<file path="config.mk">
export PLATFORM = sky130hd
export DESIGN_NAME = hood_display
export DESIGN_NICKNAME = d
export VERILOG_FILES = /design/src/rtl/hood_pkg.sv /design/src/rtl/bin6_to_bcd.sv /design/src/rtl/hood_display.sv
export SDC_FILE = /design/constraint.sdc
export NUM_CORES = 1
export LEC_CHECK = 0
export ABC_AREA = 0
export BUFFER_PORTS_ARGS = -buffer_cell sky130_fd_sc_hd__buf_2
export CORE_MARGIN = 2
export CORE_UTILIZATION = 40
export CTS_CLUSTER_DIAMETER = 80
export CTS_CLUSTER_SIZE = 16
export DETAILED_ROUTE_END_ITERATION = 10
export HOLD_SLACK_MARGIN = 0.03
export PLACE_DENSITY_LB_ADDON = 0.08
export SKIP_LAST_GASP = 1
export SYNTH_ARGS = -nofsm -noshare
export SYNTH_HDL_FRONTEND = slang
export SYNTH_SLANG_ARGS = --single-unit
</file>
<file path="constraint.sdc">
create_clock -name clk -period 3.1 [get_ports clk]
set_input_delay 0 -clock clk [delete_from_list [all_inputs] [get_ports clk]]
set_output_delay 0 -clock clk [all_outputs]
set_load 0.03 [all_outputs]
</file>
<file path="src/rtl/hood_pkg.sv">
// hood_pkg: shared page encodings, seven-segment glyphs and scan geometry
// for the hood display block.
package hood_pkg;

    localparam int unsigned NUM_DIGITS = 8;
    localparam int unsigned DIG_W      = $clog2(NUM_DIGITS);

    typedef enum logic [1:0] {
        PAGE_CLOCK = 2'd0,
        PAGE_WORK  = 2'd1,
        PAGE_GEST  = 2'd2
    } page_e;

    // Segment bits: [0]=a .. [6]=g, [7]=dp
    localparam logic [7:0] GLYPH_0     = 8'h3F;
    localparam logic [7:0] GLYPH_1     = 8'h06;
    localparam logic [7:0] GLYPH_2     = 8'h5B;
    localparam logic [7:0] GLYPH_3     = 8'h4F;
    localparam logic [7:0] GLYPH_4     = 8'h66;
    localparam logic [7:0] GLYPH_5     = 8'h6D;
    localparam logic [7:0] GLYPH_6     = 8'h7D;
    localparam logic [7:0] GLYPH_7     = 8'h07;
    localparam logic [7:0] GLYPH_8     = 8'h7F;
    localparam logic [7:0] GLYPH_9     = 8'h6F;
    localparam logic [7:0] GLYPH_A     = 8'h77;
    localparam logic [7:0] GLYPH_B     = 8'h7C;
    localparam logic [7:0] GLYPH_C     = 8'h39;
    localparam logic [7:0] GLYPH_D     = 8'h5E;
    localparam logic [7:0] GLYPH_E     = 8'h79;
    localparam logic [7:0] GLYPH_F     = 8'h71;
    localparam logic [7:0] GLYPH_DASH  = 8'h40;
    localparam logic [7:0] GLYPH_BLANK = 8'h00;
    localparam logic [7:0] GLYPH_L     = 8'h38;
    localparam logic [7:0] SEG_DP      = 8'h80;

    // Values latched once per frame so a frame never mixes old and new data
    typedef struct packed {
        logic [5:0] hour;
        logic [5:0] min;
        logic [5:0] sec;
        logic [5:0] work_h;
        logic [5:0] work_m;
        logic [5:0] hand;
        logic [3:0] lvl;
        page_e      page;
    } shadow_t;

    function automatic logic [7:0] hex_glyph(input logic [3:0] v);
        logic [7:0] g;
        case (v)
            4'h0:    g = GLYPH_0;
            4'h1:    g = GLYPH_1;
            4'h2:    g = GLYPH_2;
            4'h3:    g = GLYPH_3;
            4'h4:    g = GLYPH_4;
            4'h5:    g = GLYPH_5;
            4'h6:    g = GLYPH_6;
            4'h7:    g = GLYPH_7;
            4'h8:    g = GLYPH_8;
            4'h9:    g = GLYPH_9;
            4'hA:    g = GLYPH_A;
            4'hB:    g = GLYPH_B;
            4'hC:    g = GLYPH_C;
            4'hD:    g = GLYPH_D;
            4'hE:    g = GLYPH_E;
            default: g = GLYPH_F;
        endcase
        return g;
    endfunction

endpackage

</file>
<file path="src/rtl/bin6_to_bcd.sv">
// bin6_to_bcd: combinational 6-bit binary to two BCD digits (0..63),
// no clamping of values above 59.
module bin6_to_bcd (
    input  logic [5:0] bin,
    output logic [3:0] tens,
    output logic [3:0] ones
);

    assign tens = 4'(bin / 6'd10);
    assign ones = 4'(bin % 6'd10);

endmodule

</file>
<file path="src/rtl/hood_display.sv">
// hood_display: page FSM, 8-digit multiplexed scan with per-frame shadowing.
// Optional remind blink enabled by defining HOOD_DISPLAY_BLINK_EN.
module hood_display
    import hood_pkg::*;
#(
    parameter int unsigned CLK_FREQ_HZ = 100000000,
    parameter int unsigned DIGIT_HZ    = 1000,
    parameter int unsigned BLINK_HZ    = 2
) (
    input  logic       clk,
    input  logic       reset,
    input  logic       power_on,
    input  logic       btn_page,
    input  logic [5:0] cur_hour,
    input  logic [5:0] cur_min,
    input  logic [5:0] cur_second,
    input  logic [5:0] work_hours,
    input  logic [5:0] work_minutes,
    input  logic [5:0] hand_time,
    input  logic [3:0] state_smoke_lvl,
    input  logic       remind,
    output logic [7:0] seg_en,
    output logic [7:0] seg_out,
    output logic [1:0] page
);

    localparam int unsigned DIV = CLK_FREQ_HZ / DIGIT_HZ;
    localparam int unsigned PW  = (DIV > 1) ? $clog2(DIV) : 1;
    localparam logic [PW-1:0]    PRESC_LAST = PW'(DIV - 1);
    localparam logic [DIG_W-1:0] LAST_DIGIT = DIG_W'(NUM_DIGITS - 1);

    logic [2:0]       sync_q, sync_d;
    logic             page_evt;
    page_e            page_q;
    logic [PW-1:0]    presc_q, presc_d;
    logic             wrap;
    logic [DIG_W-1:0] dig_q, dig_d;
    logic [7:0]       seg_en_q, seg_en_d;
    logic [7:0]       seg_out_q, seg_out_d;
    shadow_t          sh_q, sh_d;
    logic [7:0]       glyph;

    logic [3:0] h_t, h_o, m_t, m_o, s_t, s_o;
    logic [3:0] wh_t, wh_o, wm_t, wm_o, ht_t, ht_o;

    bin6_to_bcd u_bcd_hour (.bin(sh_q.hour),   .tens(h_t),  .ones(h_o));
    bin6_to_bcd u_bcd_min  (.bin(sh_q.min),    .tens(m_t),  .ones(m_o));
    bin6_to_bcd u_bcd_sec  (.bin(sh_q.sec),    .tens(s_t),  .ones(s_o));
    bin6_to_bcd u_bcd_wh   (.bin(sh_q.work_h), .tens(wh_t), .ones(wh_o));
    bin6_to_bcd u_bcd_wm   (.bin(sh_q.work_m), .tens(wm_t), .ones(wm_o));
    bin6_to_bcd u_bcd_hand (.bin(sh_q.hand),   .tens(ht_t), .ones(ht_o));

    assign sync_d   = {sync_q[1:0], btn_page};
    assign page_evt = sync_q[1] & ~sync_q[2];
    assign wrap     = (presc_q == PRESC_LAST);

    // Page FSM: advances on each button edge, pinned to CLOCK when powered off
    always_ff @(posedge clk or negedge reset) begin
        if (!reset) begin
            page_q <= PAGE_CLOCK;
        end else if (!power_on) begin
            page_q <= PAGE_CLOCK;
        end else if (page_evt) begin
            unique case (page_q)
                PAGE_CLOCK: page_q <= PAGE_WORK;
                PAGE_WORK:  page_q <= PAGE_GEST;
                default:    page_q <= PAGE_CLOCK;
            endcase
        end
    end

    // Glyph for the digit about to be shown, taken from the frame shadow
    always_comb begin
        glyph = GLYPH_BLANK;
        unique case (sh_q.page)
            PAGE_CLOCK: begin
                case (dig_q)
                    3'd0:    glyph = hex_glyph(h_t);
                    3'd1:    glyph = hex_glyph(h_o);
                    3'd2:    glyph = GLYPH_DASH;
                    3'd3:    glyph = hex_glyph(m_t);
                    3'd4:    glyph = hex_glyph(m_o);
                    3'd5:    glyph = GLYPH_DASH;
                    3'd6:    glyph = hex_glyph(s_t);
                    default: glyph = hex_glyph(s_o);
                endcase
            end
            PAGE_WORK: begin
                case (dig_q)
                    3'd0:    glyph = hex_glyph(wh_t);
                    3'd1:    glyph = hex_glyph(wh_o);
                    3'd2:    glyph = GLYPH_DASH;
                    3'd3:    glyph = hex_glyph(wm_t);
                    3'd4:    glyph = hex_glyph(wm_o);
                    default: glyph = GLYPH_BLANK;
                endcase
            end
            PAGE_GEST: begin
                case (dig_q)
                    3'd0:    glyph = GLYPH_L;
                    3'd1:    glyph = hex_glyph(sh_q.lvl);
                    3'd6:    glyph = hex_glyph(ht_t);
                    3'd7:    glyph = hex_glyph(ht_o);
                    default: glyph = GLYPH_BLANK;
                endcase
            end
            default: glyph = GLYPH_BLANK;
        endcase
    end

`ifdef HOOD_DISPLAY_BLINK_EN
    localparam int unsigned BDIV = CLK_FREQ_HZ / BLINK_HZ;
    localparam int unsigned BW   = (BDIV > 1) ? $clog2(BDIV) : 1;
    localparam logic [BW-1:0] BLINK_LAST = BW'(BDIV - 1);

    logic [BW-1:0] blink_cnt_q, blink_cnt_d;
    logic          blink_q, blink_d;

    // Free-running blink timer; phase flips once per blink interval
    always_comb begin
        blink_cnt_d = blink_cnt_q + 1'b1;
        blink_d     = blink_q;
        if (blink_cnt_q == BLINK_LAST) begin
            blink_cnt_d = '0;
            blink_d     = ~blink_q;
        end
    end

    // Blink state registers
    always_ff @(posedge clk or negedge reset) begin
        if (!reset) begin
            blink_cnt_q <= '0;
            blink_q     <= 1'b0;
        end else begin
            blink_cnt_q <= blink_cnt_d;
            blink_q     <= blink_d;
        end
    end
`else
    logic unused_blink_hz;
    assign unused_blink_hz = (BLINK_HZ != 0);
`endif

    // Scan timing, digit output registers and frame-boundary shadow capture
    always_comb begin
        presc_d   = wrap ? '0 : presc_q + 1'b1;
        dig_d     = dig_q;
        seg_en_d  = seg_en_q;
        seg_out_d = seg_out_q;
        sh_d      = sh_q;
        if (wrap) begin
            dig_d     = dig_q + 1'b1;
            seg_en_d  = 8'b1 << dig_q;
            seg_out_d = glyph;
`ifdef HOOD_DISPLAY_BLINK_EN
            if (remind && blink_q) begin
                seg_out_d = GLYPH_BLANK;
            end
`else
            if (remind && dig_q == LAST_DIGIT) begin
                seg_out_d = glyph | SEG_DP;
            end
`endif
            if (dig_q == LAST_DIGIT) begin
                sh_d.hour   = cur_hour;
                sh_d.min    = cur_min;
                sh_d.sec    = cur_second;
                sh_d.work_h = work_hours;
                sh_d.work_m = work_minutes;
                sh_d.hand   = hand_time;
                sh_d.lvl    = state_smoke_lvl;
                sh_d.page   = page_q;
            end
        end
        if (!power_on) begin
            seg_en_d = '0;
        end
    end

    // Datapath state registers
    always_ff @(posedge clk or negedge reset) begin
        if (!reset) begin
            sync_q    <= '0;
            presc_q   <= '0;
            dig_q     <= '0;
            seg_en_q  <= '0;
            seg_out_q <= '0;
            sh_q      <= '0;
        end else begin
            sync_q    <= sync_d;
            presc_q   <= presc_d;
            dig_q     <= dig_d;
            seg_en_q  <= seg_en_d;
            seg_out_q <= seg_out_d;
            sh_q      <= sh_d;
        end
    end

    assign seg_en  = seg_en_q;
    assign seg_out = seg_out_q;
    assign page    = page_q;

endmodule

</file>
==> impl_metrics.json <==
{
  "port_buffers": 62,
  "p_leak_nw": 4.559,
  "area_growth_pct": 23.41,
  "cellPowerDensity_nw_per_um2": 335.1,
  "die_area_um2": 22150,
  "cts-root-buf": "clkbuf_16",
  "synth_nets": 1142,
  "cts_buffers": 9,
  "min_period_over_period_pct": 95.73,
  "drv_slew": 0,
  "synth_warnings": 0,
  "rr_worst_depth": 14,
  "grt-ovfl-total": 0,
  "stdcell_count": 1429,
  "worstHoldStart": "btn_page",
  "antenna_found_initial": 0,
  "ys_async_sr_fraction_pct": 100.0,
  "critPathRequiredTime_ns": 3.36,
  "die_y_um": 148.8,
  "seq_area_frac_synth_pct": 24.75,
  "hold_depth": 2,
  "placementRows": 52,
  "synth_flop_cell": "dfrtp_1",
  "nFillCells": 1967,
  "max_slew_margin_pct": 31.69,
  "drt_iter0_drc": 539,
  "wl_per_cell_um": 16.08,
  "ff2ff_setup_slack_ns": 0.13,
  "drive_gt1_share_pct": 24.50,
  "gp_congestion": 0.8598,
  "floorplan.initialDensity_pct": 41.07,
  "hpwl_um": 17030,
  "hold_viol": 0,
  "nets": 1281,
  "grt_start_max_net_pins": 73,
  "ys_types": 90,
  "fin_skew_ns": 0.01026,
  "critPathArrivalTime_ns": 3.23,
  "grt_pass1_wl_um": 37740,
  "crit_type": "register to register",
  "final_common_cell": "nand2_1",
  "first_global_vias": 7446,
  "critPathCaptureType": "register",
  "ctsHtreeMaxLevel": 3,
  "status": "complete, no violations",
  "rr_endpoint": "seg_out[0]$_DFFE_PN0N_",
  "hold_path.class": "input pin to register",
  "drc": 0,
  "max-vdd-ir-drop_v": 0.0003031,
  "fp.dieW_um": 148.8,
  "path_clk_slew_ns": 0.07,
  "period_needed_ns": 2.968,
  "setup_viol": 0,
  "cts.sinks": 83,
  "max_freq_ghz": 0.3370,
  "track_usage_pct": 20.89,
  "syn_avg_cell_area_um2": 8.267,
  "drt-total-wl_um": 22980,
  "worstMarginPinSlew_ns": 1.025,
  "ys_seq_elements": 83,
  "synth_area_um2": 8391,
  "vias_per_cell": 5.534,
  "cp_max_fo": 7,
  "synth_edf_count": 0,
  "ios": 63,
  "core-area_um2": 20430,
  "finalPower_mw": 3.470,
  "cp-start-kind": "register",
  "antenna_cells": 0,
  "drv_cap": 0,
  "cts_tree": "yes",
  "place_inst": 1352,
  "num_vias": 7908,
  "grt_setup_unrepaired": "true",
  "layout_common_cells": "nand2_1 (102), ha_1 (76), dfrtp_1 (76), buf_4 (76), nor2_1 (62)",
  "hold_end": "sync_q[0]$_DFF_PN0_",
  "netlist_instances": 1015,
  "cts_buffer_depth": 2,
  "worstReg2RegStart": "sh_q[11]$_DFFE_PN0P_",
  "worstSkewPairLatency_ns": 0.36,
  "antenna_left": 0,
  "dr.pass1.iters": 5
}
## routing by layer
layer | track usage, % | up-vias | wire [um]
li1 | - | 3969 | -
met1 | 30.33 | 3777 | 11620
met2 | 33.13 | 139 | 10260
met3 | 2.936 | 23 | 814
met4 | 4.429 | 0 | 289
met5 | 0 | - | 0
## critical path, cell delays in order, from the launching register on
cell and delay, ns:
dfrtp_2 0.45, nor3b_4 0.17, a21oi_1 0.12, nor2_1 0.05
a21oi_1 0.14, ha_2 0.25, o22ai_2 0.08, a222oi_1 0.39
o221ai_4 0.24, buf_6 0.17, xnor2_2 0.12, o221ai_2 0.16
a31oi_1 0.11, a221o_1 0.36, o311ai_2 0.07
## worst max path at each step
stage                          from                endpoint  slack, ns  depth (start not counted)
6_report       sh_q[11]$_DFFE_PN0P_  seg_out[0]$_DFFE_PN0N_       0.13                         14
5_1_grt        sh_q[11]$_DFFE_PN0P_  seg_out[0]$_DFFE_PN0N_      -0.09                         15
4_1_cts        sh_q[15]$_DFFE_PN0P_  seg_out[1]$_DFFE_PN0N_     0.0001                         16
3_5_place_dp   sh_q[38]$_DFFE_PN0P_  seg_out[3]$_DFFE_PN0N_      -0.11                         13
3_3_place_gp   sh_q[38]$_DFFE_PN0P_  seg_out[4]$_DFFE_PN0N_      -0.03                         11
2_1_floorplan  sh_q[16]$_DFFE_PN0P_  seg_out[0]$_DFFE_PN0N_       0.03                         14
## what timing repair did
action,in CTS,in global routing
buffers inserted,0,17
resized for setup,5,67
hold endpoints to repair,123,0
setup endpoints to repair,2,7
hold buffers,44,0
pin swaps,2,26
## registers in the layout, indices dropped and copies added (netlist names)
name	cells
sh_q	42
presc_q	17
seg_en	8
seg_out	8
dig_q	3
sync_q	3
page	2
## cell usage after synthesis (all sizes together) (4+ instances only)
cell,number,area (um2)
a31oi,21,131.4
nand2,103,386.6
or3,13,81.33
and2,14,87.59
nor2b,32,215.2
a21o,7,52.55
o31ai,6,45.04
or2,4,27.53
dfrtp,83,2077
xnor2,23,201.4
a211o,4,35.03
nor3,18,95.09
a21boi,12,90.09
a22o,4,35.03
mux2i,25,250.2
ha,82,1026
o221ai,12,111.4
and3,4,25.02
a211oi,13,125.1
a21oi,63,315.3
nand3,23,115.1
inv,57,214.0
xor2,9,78.83
a22oi,11,101.3
a311oi,4,35.03
clkbuf,33,125.1
o22ai,13,95.09
mux2,47,529.3
buf,25,155.2
o211ai,13,97.59
nand2b,17,106.4
o311ai,5,51.31
a221oi,11,102.6
nand4,8,50.05
a2111oi,4,35.03
nor2,71,274.0
o32ai,4,35.03
o21ai,73,365.4
## cells by family after synthesis
family | share of synthesized area [%]
XOR/XNOR | 3.340
buffers and inverters | 5.890
flip-flops | 24.75
AND/OR/NAND/NOR | 18.94
AO/OA/AOI/OAI | 25.29
multiplexers | 9.559
adder cells (fa/ha/maj) | 12.23
## stage by stage
step / area, um2 / utilization, % / setup TNS, ns / setup WS (ns) / hold slack [ns]
global placement: 9254 / 45.30 / -0.02628 / -0.02628 / 0.1084
floorplan: 8397 / - / 0 / 0.03237 / -0.2956
finish: 10350 / 50.69 / 0 / 0.1325 / 0.2836
global route: 10350 / 50.69 / -0.4048 / -0.08730 / 0.2810
detailed placement: 9254 / 45.30 / -0.1307 / -0.1118 / 0.1103
CTS: 10020 / 49.03 / 0 / 0.0001112 / 0.2719
## area by class of cell
cell class                 count  area (um2)  share of cell area [%]
inverter                      57       214.0                   2.066
sequential                    83        2086                   20.14
tap                          270       337.8                   3.262
multi-input combinational    817        6043                   58.36
clock inverter                 6       53.80                  0.5196
timing repair buffer         186        1381                   13.34
clock buffer                  10       239.0                   2.308
## power by group
group	total, mW	switching (mW)	internal, mW	leakage, nW
sequential	1.16	0.0484	1.11	1.03
clock	1.11	0.531	0.582	0.142
combinational	1.20	0.639	0.556	3.38
total	3.47	1.22	2.25	4.56
Note: power is estimated with default switching activity, not from simulation.
